**src/rtl/timing_gen.sv**
```systemverilog
// Machine-cycle beat generator: converts rising edges of the divided fen_clk
// into a four-beat T0..T3 sequence with run, halt and single-step control.
//
//   state | meaning
//   IDLE  | out of reset, no beats, waiting for start
//   RUN   | free-running machine cycles, one beat per fen_clk rising edge
//   STEP  | exactly one machine cycle, then back to HALT
//   HALT  | stopped on a machine-cycle boundary, waiting for start or step
module timing_gen (
    input  logic        sys_clk,
    input  logic        sys_rst,
    input  logic        fen_clk,
    input  logic        start,
    input  logic        halt_req,
    input  logic        step,
    output logic [3:0]  t_phase,
    output logic        cycle_done,
    output logic [15:0] cycle_cnt,
    output logic [1:0]  state_o
);

    typedef enum logic [1:0] {
        ST_IDLE = 2'b00,
        ST_RUN  = 2'b01,
        ST_STEP = 2'b10,
        ST_HALT = 2'b11
    } state_t;

    state_t      state_q, state_d;
    logic [3:0]  phase_q, phase_d;
    logic        done_q, done_d;
    logic [15:0] cycle_cnt_q, cycle_cnt_d;
    logic        fen_dly_q;
    logic        halt_pend_q, halt_pend_d;
    logic        step_lock_q, step_lock_d;

    logic        tick;
    logic        running;
    logic        beat_end;

    assign tick     = fen_clk & ~fen_dly_q;
    assign running  = (state_q == ST_RUN) || (state_q == ST_STEP);
    assign beat_end = running && tick && phase_q[3];

    always_ff @(posedge sys_clk) begin
        if (sys_rst) begin
            state_q <= ST_IDLE;
        end else begin
            state_q <= state_d;
        end
    end

    // A halt_req on the closing T3 tick itself still stops the machine there.
    always_comb begin
        state_d = state_q;
        case (state_q)
            ST_IDLE: begin
                if (start && !halt_req) begin
                    state_d = ST_RUN;
                end
            end
            ST_RUN: begin
                if (beat_end && (halt_pend_q || halt_req)) begin
                    state_d = ST_HALT;
                end
            end
            ST_STEP: begin
                if (beat_end) begin
                    state_d = ST_HALT;
                end
            end
            ST_HALT: begin
                if (!halt_req) begin
                    if (start) begin
                        state_d = ST_RUN;
                    end else if (step && !step_lock_q) begin
                        state_d = ST_STEP;
                    end
                end
            end
            default: state_d = ST_IDLE;
        endcase
    end

    always_comb begin
        phase_d     = phase_q;
        done_d      = 1'b0;
        cycle_cnt_d = cycle_cnt_q;
        halt_pend_d = halt_pend_q;
        step_lock_d = step_lock_q;

        if (running && tick) begin
            if (phase_q == 4'b0000) begin
                phase_d = 4'b0001;
            end else if (phase_q[3]) begin
                done_d      = 1'b1;
                cycle_cnt_d = cycle_cnt_q + 16'd1;
                phase_d     = (state_d == ST_HALT) ? 4'b0000 : 4'b0001;
            end else begin
                phase_d = {phase_q[2:0], 1'b0};
            end
        end

        if ((state_q == ST_RUN) && halt_req) begin
            halt_pend_d = 1'b1;
        end
        if ((state_q == ST_RUN) && (state_d == ST_HALT)) begin
            halt_pend_d = 1'b0;
        end

        // step must be seen low at least once after each completed step
        if (!step) begin
            step_lock_d = 1'b0;
        end
        if ((state_q == ST_STEP) && (state_d == ST_HALT)) begin
            step_lock_d = 1'b1;
        end
    end

    always_ff @(posedge sys_clk) begin
        if (sys_rst) begin
            phase_q     <= 4'b0000;
            done_q      <= 1'b0;
            cycle_cnt_q <= 16'd0;
            fen_dly_q   <= 1'b0;
            halt_pend_q <= 1'b0;
            step_lock_q <= 1'b0;
        end else begin
            phase_q     <= phase_d;
            done_q      <= done_d;
            cycle_cnt_q <= cycle_cnt_d;
            fen_dly_q   <= fen_clk;
            halt_pend_q <= halt_pend_d;
            step_lock_q <= step_lock_d;
        end
    end

    always_comb begin
        t_phase    = phase_q;
        cycle_done = done_q;
        cycle_cnt  = cycle_cnt_q;
        state_o    = state_q;
    end

endmodule

```
**config.mk**
```make
export PLATFORM = sky130hd
export DESIGN_NAME = timing_gen
export DESIGN_NICKNAME = d
export VERILOG_FILES = /design/src/rtl/timing_gen.sv
export SDC_FILE = /design/constraint.sdc
export NUM_CORES = 1
export LEC_CHECK = 0
export CAP_MARGIN = 20
export CORE_ASPECT_RATIO = 0.7
export CORE_MARGIN = 4
export CORE_UTILIZATION = 44
export DETAILED_ROUTE_END_ITERATION = 8
export GPL_ROUTABILITY_DRIVEN = 0
export PLACE_DENSITY_LB_ADDON = 0.15
export SLEW_MARGIN = 40
export SYNTH_ARGS = -nofsm -noshare
export SYNTH_HDL_FRONTEND = slang
export SYNTH_SLANG_ARGS = --single-unit
```
**constraint.sdc**
```tcl
create_clock -name sys_clk -period 2.05 [get_ports sys_clk]
set_input_delay 0.3075 -clock sys_clk [delete_from_list [all_inputs] [get_ports sys_clk]]
set_output_delay 0.3075 -clock sys_clk [all_outputs]
set_load 0.005 [all_outputs]
```
### After elaboration in Yosys (flattened, before gate mapping)

Cells that the tools add are included.
Widths: inputs -> output; s select.

| storage, ports and cells | value |
|---|---|
| bits in registers | 26 |
| input port bits | 6 |

| operators by class | value |
|---|---|
| add/subtract/negate cells | 1 |
| equal/unequal tests | 5 |
| multiplexer cells | 13 |
| bitwise logic cells | 4 |
| reduce and logical (&&, ||, !) cells | 17 |

Operator list:

| operator | count |
|---|---|
| $add 16x1->16 const B | 1 |
| $mux 2 | 6 |
| $logic_and 1x1->1 | 8 |
| $mux 4 | 2 |
| $pmux 2 s4 | 1 |
| $eq 2x2->1 const B | 3 |
| $logic_not 4->1 | 1 |
| $mux 1 | 4 |
| $not 1->1 | 3 |
| $reduce_and 3->1 | 1 |
| $reduce_or 3->1 | 1 |
| $eq 2x1->1 const B | 1 |
| $logic_not 1->1 | 2 |
| $logic_not 2->1 | 1 |
| $logic_or 1x1->1 | 2 |
| $ne 2x1->1 const B | 1 |
| $reduce_or 2->1 | 1 |
| $and 1x1->1 | 1 |

### Logic depth before layout (Yosys ltp)

Gate-level depths: netlist of the first run.

| logic depth | value |
|---|---|
| depth after elaboration | 11 |
| gate-level depth with buffers | 7 |

### Least setup slack after synthesis of the first run

Ideal clock, no wire load.

| timing path | value |
|---|---|
| path kind | register to register |
| start point | reg state_q[1], in the netlist state_o[1] |
| end point | reg cycle_cnt_q[15], in the netlist cycle_cnt[15] |
| setup time | 70 ps |
| arrival | 1965 ps |
| path slack | 14 ps |
| cell stages (with the launch flop) | 7 |
| clock period less this slack | 2036 ps |
| cell sequence | dfxtp_1 inv_1 ha_1 nand4b_4 or3_1 or4_1 a21oi_1 |

| between the ends | value |
|---|---|
| longest elaborated chain between the ends | 4 |

Ends and longest elaborated chain:

| what | line | RTL |
|---|---|---|
| start: declaration | 29 | `state_t state_q, state_d;` |
| start signal: assignment | 49 | `state_q <= state_d;` |
| $eq 2x1->1 / $eq 2x2->1 (equally long branches) | 42 | `assign running = (state_q == ST_RUN) \|\| (state_q == ST_STEP);` |
| $logic_or 1x1->1 (*) | 42 |  |
| $logic_and 1x1->1 (*) | 92 | `if (running && tick) begin` |
| $reduce_and 3->1 (no line) (*) | - |  |
| end signal: assignment | 131 | `cycle_cnt_q <= cycle_cnt_d;` |
| end: declaration | 32 | `logic [15:0] cycle_cnt_q, cycle_cnt_d;` |

Every way passes the cells marked *; elsewhere a longest branch is shown, timed or not.
A chain may end at the register's enable or synchronous reset.

### Final worst setup path of the first run

| timing path | value |
|---|---|
| start point | reg state_q[0], in the netlist state_o[0] |
| end point | reg cycle_cnt_q[13], in the netlist cycle_cnt[13] |

Same word-level chain as after synthesis.

==> results of run 1 <==
-- flip-flops by register name, indices dropped and copies added, names as in the netlist --
signal and count:
fen_dly_q 1, cycle_done 1, step_lock_q 1, cycle_cnt 16, t_phase 4, state_o 2, halt_pend_q 1
-- timing repair --
item,CTS,global route
setup endpoints to repair,0,4
gates resized for setup,0,2
endpoints found under the hold margin,0,0
-- metrics by stage --
stage          power (W)  cell area (sq um)  cells  setup WS (ns)
2_1_floorplan   0.000805               1280    147         0.0141
4_1_cts          0.00128               1730    222         0.0275
3_5_place_dp    0.000945               1680    218        -0.0391
5_1_grt          0.00138               1750    222       -0.00324
3_3_place_gp    0.000938               1680    218         0.0304
6_report         0.00131               1750    222         0.0990
-- final cells by class --
| class | instances | area, sq um | share of cell area (%) |
|---|---|---|---|
| Multi-Input combinational cell | 111 | 744 | 42.4 |
| Sequential cell | 26 | 520 | 29.7 |
| Timing Repair Buffer | 40 | 370 | 21.1 |
| Clock buffer | 4 | 55.1 | 3.14 |
| Tap cell | 36 | 45.0 | 2.57 |
| Inverter | 5 | 18.8 | 1.07 |
-- power breakdown --
| group | switching [W] | internal, W |
|---|---|---|
| logic | 0.000218 | 0.000211 |
| clock network | 0.000159 | 0.000172 |
| registers | 0.0000183 | 0.000530 |
-- synthesized netlist by cell type (all sizes together) (3+ instances only) --
cell    instances
nand3b          4
nand4           5
xor2            5
nor4            3
clkbuf          4
nor3            3
a21oi          13
nand2          13
o21ai           3
ha              5
nor2           14
inv             5
o31ai           4
dfxtp          26
nand3           4
xnor2           4
or3             4
or4             3
-- worst max-delay path by stage --
stage / slack, ns / to / depth (start not counted) / start
6_report: 0.1 / cycle_cnt[13] / 7 / state_o[0]
5_1_grt: -0.003 / step_lock_q / 7 / state_o[0]
4_1_cts: 0.03 / step_lock_q / 7 / state_o[0]
3_5_place_dp: -0.04 / cycle_cnt[13] / 6 / fen_clk
3_3_place_gp: 0.03 / cycle_cnt[15] / 5 / fen_clk
2_1_floorplan: 0.01 / cycle_cnt[15] / 6 / state_o[1]
-- kinds of logic after synthesis --
group | count (synthesis) | synth area share [%]
buf+inv | 10 | 3.02
compound gates | 30 | 15.2
mux | 1 | 0.877
fa+ha+maj | 5 | 4.87
flops | 26 | 40.5
xor+xnor | 9 | 6.14
simple gates | 66 | 29.3
-- worst reg2reg max path, stage by stage (launching register included) --
cell and delay (ns):
dfxtp_1 0.35, inv_1 0.10, ha_4 0.30, nand4b_4 0.10, buf_4 0.18, or2_2 0.32
or3_1 0.37, a21oi_1 0.16
-- metal layers --
metal	wire length, um	up-vias	track usage (%)	part of all wire, %
met1	1550	582	24.1	48
met4	15	0	3.99	0.47
met3	222	2	4.74	6.9
met5	0	-	0	0
li1	-	618	-	-
met2	1420	51	28.3	44
==> impl_metrics.py, run 1 <==
metrics = {
    "yosys": {
        "synth_edf_count": 0,
        "yosys-top-cells-area": "dfxtp_1 41%, a21oi_1 5.1%, ha_1 4.9%",
        "synth_ff_type": "dfxtp_1",
        "mappedNetlistArea_sq_um": 1280,
        "yosysTopAreaCellShare_pct": 40.5,
        "syn-mean-instance-area_sq_um": 8.73,
        "async_flop_share_pct": 0,
        "ys_ff_latch": 26,
        "syn_inst": 147,
        "syn-num-nets": 158,
        "ys.warnings.count": 0,
        "ys_types": 40,
        "yosysTopAreaCell": "dfxtp_1",
        "synth-seq-area-share_pct": 40.5,
    },
    "placed_design": {
        "numPortBuffers": 28,
        "dpl.hpwl_um": 2350,
    },
    "global_route": {
        "antenna_found_initial": 0,
        "grt_max_degree": 17,
        "grt_pass1_wl_um": 5290,
        "grt-ovfl-total": 0,
        "grt_use_total_pct": 17.8,
        "grt_pass1_vias": 1184,
    },
    "clock_tree": {
        "cts-root-buf": "clkbuf_8",
        "cts.sinks": 26,
        "clock_latency_ns": 0.27,
        "cts-htree-levels": 1,
        "post_cts_buffers": 0,
        "cts_buffers": 3,
        "cts_tree": "yes",
        "cts_buffer_depth": 2,
        "hold_buffers": 0,
        "clk_pin_slew_worst_paths_ns": 0.09,
    },
    "timing": {
        "finalHoldViolCount": 0,
        "tns_ns": 0,
        "setup_viol": 0,
        "period_share_pct": 95.2,
        "worst_pin_slew_ns": 0.407,
        "layout_min_cycle_time_ns": 1.95,
        "holdWs_ns": 0.489,
        "slew_headroom_pct": 72.8,
        "drv_slew": 0,
        "clock.fmax_mhz": 513,
        "finalClockSkew_ns": 0.0105,
    },
    "floorplanning": {
        "rows": 16,
        "initial_core_util_pct": 45.8,
        "die_w_um": 72.6,
        "die-area_sq_um": 3860,
        "die_h_um": 53.2,
        "ios": 29,
        "core_area_sq_um": 2800,
    },
    "routing": {
        "first_iter_violations": 74,
        "vias": 1253,
        "ant_nets": 0,
        "vias_per_cell": 5.64,
        "firstDrtPassIters": 4,
        "post-route-drc-count": 0,
        "wl_um": 3210,
        "avgRoutedWirePerCell_um": 14.5,
    },
    "min_path": {
        "hp-start": "cycle_cnt[15]",
        "hold-path-cell-count": 2,
        "min_to": "cycle_cnt[15]",
        "min_path_type": "reg2reg",
    },
    "setup_path": {
        "crit_buf_inv": 2,
        "r2r_slack_ns": 0.1,
        "crit_family": "simple AND/OR/NAND/NOR gates",
        "path_class": "reg2reg",
        "ff2ff_path_depth": 7,
        "worstReg2RegStart": "state_o[0]",
        "cp.arrival_ns": 2.16,
        "start_kind": "register",
        "crit_slowest_cell": "or3_1",
        "max_stage_delay_ns": 0.37,
        "worst_setup_path_end_kind": "register",
        "path_cells": "inv_1 -> ha_4 -> nand4b_4 -> buf_4 -> or2_2 -> or3_1 -> a21oi_1",
        "critical_path_required_ns": 2.26,
        "cp_max_fo": 7,
        "timing.rr.end": "cycle_cnt[13]",
    },
    "power": {
        "irDropWorstVdd_mv": 0.401,
        "p_per_area_nw_per_um2": 746,
        "power.leakage_nw": 0.631,
    },
    "finish": {
        "finish.utilization_pct": 62.6,
        "drive_gt1_share_pct": 11.8,
        "most-common-layout-cells": "28 x clkdlybuf4s50_1, 26 x dfxtp_1, 14 x nor2_1",
        "fin_nets": 198,
        "diodes": 0,
        "fillers": 245,
        "syn_to_final_growth_pct": 36.6,
        "final_common_cell": "clkdlybuf4s50_1",
    },
    "outcome": {
        "run_status": "complete, no violations",
    },
    "flow_run": {
        "cap_viol_max_count": 0,
    },
}
No activity file was read; power rests on OpenSTA's default activity.
==> run 2: changes to the inputs <==
ABC_CLOCK_PERIOD_IN_PS = 2050   (was unset)
SKIP_LAST_GASP = 1   (was unset)
==> results of run 2 <==
The final DEF is identical to that of run 1; final timing and power are the same.
==> run 3: changes to the inputs <==
ABC_AREA = 1   (was unset)
CAP_MARGIN = unset   (was 20)
CTS_BUF_LIST = sky130_fd_sc_hd__clkbuf_16   (was unset)
==> impl_metrics.py, run 3 <==
metrics = {
    "outcome": {
        "run_status": "complete, no violations",
    },
    "finish": {
        "fin_nets": 223,
        "most-common-layout-cells": "36 x nand2_1, 28 x clkdlybuf4s50_1, 24 x dfxtp_1",
        "syn_to_final_growth_pct": 32.5,
        "fin_cells": 247,
        "final_common_cell": "nand2_1",
        "fillers": 247,
        "largest_reg_flops": 16,
        "finish.utilization_pct": 61.8,
        "diodes": 0,
        "drive_gt1_share_pct": 10.9,
    },
    "power": {
        "irDropWorstVdd_mv": 0.448,
        "p_per_area_nw_per_um2": 817,
        "power.leakage_nw": 0.750,
    },
    "min_path": {
        "min_path_type": "reg2reg",
        "hold-path-cell-count": 2,
        "hp-start": "step_lock_q",
        "min_to": "step_lock_q",
    },
    "timing": {
        "finalHoldViolCount": 0,
        "slew_headroom_pct": 71.2,
        "drv_slew": 0,
        "period_share_pct": 92.5,
        "worst_pin_slew_ns": 0.431,
        "setup_viol": 0,
        "layout_min_cycle_time_ns": 1.90,
        "finalClockSkew_ns": 0.00210,
        "clock.fmax_mhz": 528,
    },
    "flow_run": {
        "cap_viol_max_count": 0,
    },
    "setup_path": {
        "critical_path.startpoint": "state_o[1]",
        "timing.rr.end": "t_phase[0]",
        "path_class": "reg2reg",
        "start_kind": "register",
        "cp.arrival_ns": 2.04,
        "r2r_slack_ns": 0.15,
        "ff2ff_path_depth": 12,
        "critical_path_required_ns": 2.20,
        "worstReg2RegStart": "state_o[1]",
        "cp_max_fo": 5,
        "worst_setup_path_end_kind": "register",
    },
    "yosys": {
        "yosysTopAreaCellShare_pct": 39.5,
        "yosysMostFrequentCell": "nand2_1",
        "yosys-top-cells-area": "dfxtp_1 40%, nand2_1 10%, a21oi_1 6.8%",
        "ys.warnings.count": 0,
        "synth-seq-area-share_pct": 39.5,
        "mappedNetlistArea_sq_um": 1320,
        "syn-num-nets": 188,
        "syn_inst": 177,
        "netlist_top_cells_count": "36 x nand2_1, 26 x dfxtp_1, 22 x inv_1",
        "async_flop_share_pct": 0,
        "ys_ff_latch": 26,
        "ys_types": 29,
        "yosysTopAreaCell": "dfxtp_1",
        "synth_ff_type": "dfxtp_1",
        "syn-mean-instance-area_sq_um": 7.44,
        "synth_edf_count": 0,
    },
    "routing": {
        "first_iter_violations": 87,
        "avgRoutedWirePerCell_um": 12.2,
        "vias": 1242,
        "vias_per_cell": 5.03,
        "wl_um": 3020,
        "ant_nets": 0,
        "post-route-drc-count": 0,
        "firstDrtPassIters": 4,
    },
    "placed_design": {
        "numPortBuffers": 28,
        "placed_cells": 240,
        "dpl.hpwl_um": 2290,
    },
    "floorplanning": {
        "die_h_um": 53.8,
        "die-area_sq_um": 3950,
        "rows": 16,
        "core_area_sq_um": 2820,
        "ios": 29,
        "die_w_um": 73.4,
        "initial_core_util_pct": 46.7,
    },
    "clock_tree": {
        "cts_buffers": 3,
        "clock_latency_ns": 0.25,
        "cts-htree-levels": 1,
        "clk_pin_slew_worst_paths_ns": 0.06,
        "cts-root-buf": "clkbuf_16",
        "cts_buffer_depth": 2,
        "cts.sinks": 26,
        "cts_tree": "yes",
    },
    "global_route": {
        "grt_pass1_vias": 1044,
        "grt_max_degree": 15,
        "antenna_found_initial": 0,
        "grt-ovfl-total": 0,
        "grt_use_total_pct": 16.3,
        "grt_pass1_wl_um": 4920,
    },
}
-- run 3: changes by cell type after synthesis, sizes merged, moves of 3 or more --
cell / change
nand3: +9
nand2: +25
o21ai: +4
o31ai: -4
a21oi: +6
nand3b: -3
or3: -4
nor2: +12
xnor2: -4
xor2: -4
clkbuf: -3
or4: -3
inv: +17
-- run 3: timing repair --
item	in CTS	in global routing
buffers inserted	0	3
gates resized for setup	0	3
setup endpoints to repair	0	7
hold buffers	0	0
-- run 3: worst max path at each step --
stage	depth (start not counted)	to	slack, ns
after detailed placement	9	cycle_cnt[10]	0.11
after global routing	12	t_phase[0]	-0.003
after global placement	8	cycle_cnt[10]	0.16
final	12	t_phase[0]	0.15
after CTS	9	cycle_cnt[10]	0.09
after floorplan	9	cycle_cnt[10]	0.36
-- run 3: layout make-up --
type	instances	area, sq um	area share (%)
Clock buffer	3	75.1	4.30
Clock inverter	1	3.75	0.215
Inverter	22	82.6	4.73
Multi-Input combinational cell	127	706	40.4
Sequential cell	26	523	30.0
Tap cell	36	45.0	2.58
Timing Repair Buffer	32	310	17.8
-- run 3: metrics by stage --
step	worst slack, ns	TNS, ns	total power, W	instance area [sq um]	hold WS (ns)
floorplan	0.363	0	0.000845	1320	0.391
global placement	0.156	0	0.000955	1640	0.446
detailed placement	0.108	0	0.000975	1640	0.462
CTS	0.0914	0	0.00140	1720	0.471
global route	-0.00309	-0.00495	0.00150	1750	0.493
finish	0.154	0	0.00143	1750	0.472
-- run 3: critical path, cell delays in order, from the launching register on --
cell,delay [ns]
dfxtp_2,0.37
inv_1,0.10
ha_1,0.33
nand2_2,0.07
nor2_4,0.15
buf_4,0.14
nand3_1,0.06
nand2_1,0.07
nand2_1,0.06
a21oi_2,0.22
nand2_1,0.09
nand2_1,0.06
o21ai_0,0.06
-- run 3: layer usage --
layer	part of all wire [%]	wire length, um	global-route usage [%]	up-vias
li1	-	-	-	652
met1	52	1570	22.6	560
met2	41	1250	25.4	28
met3	6.4	194	4.66	2
met4	0.26	8	3.61	0
met5	0	0	0	-
-- run 3: kinds of logic after synthesis --
family | count (synthesis) | share of synthesized area, %
flops | 26 | 39.5
compound gates | 32 | 14.1
simple gates | 89 | 34.1
fa+ha+maj | 5 | 4.75
buf+inv | 24 | 6.93
xor+xnor | 1 | 0.665
-- run 3: power by group --
part	internal [W]	switching, W
clock network	0.000261	0.000165
registers	0.000541	0.0000337
logic	0.000183	0.000243
total	0.000984	0.000442
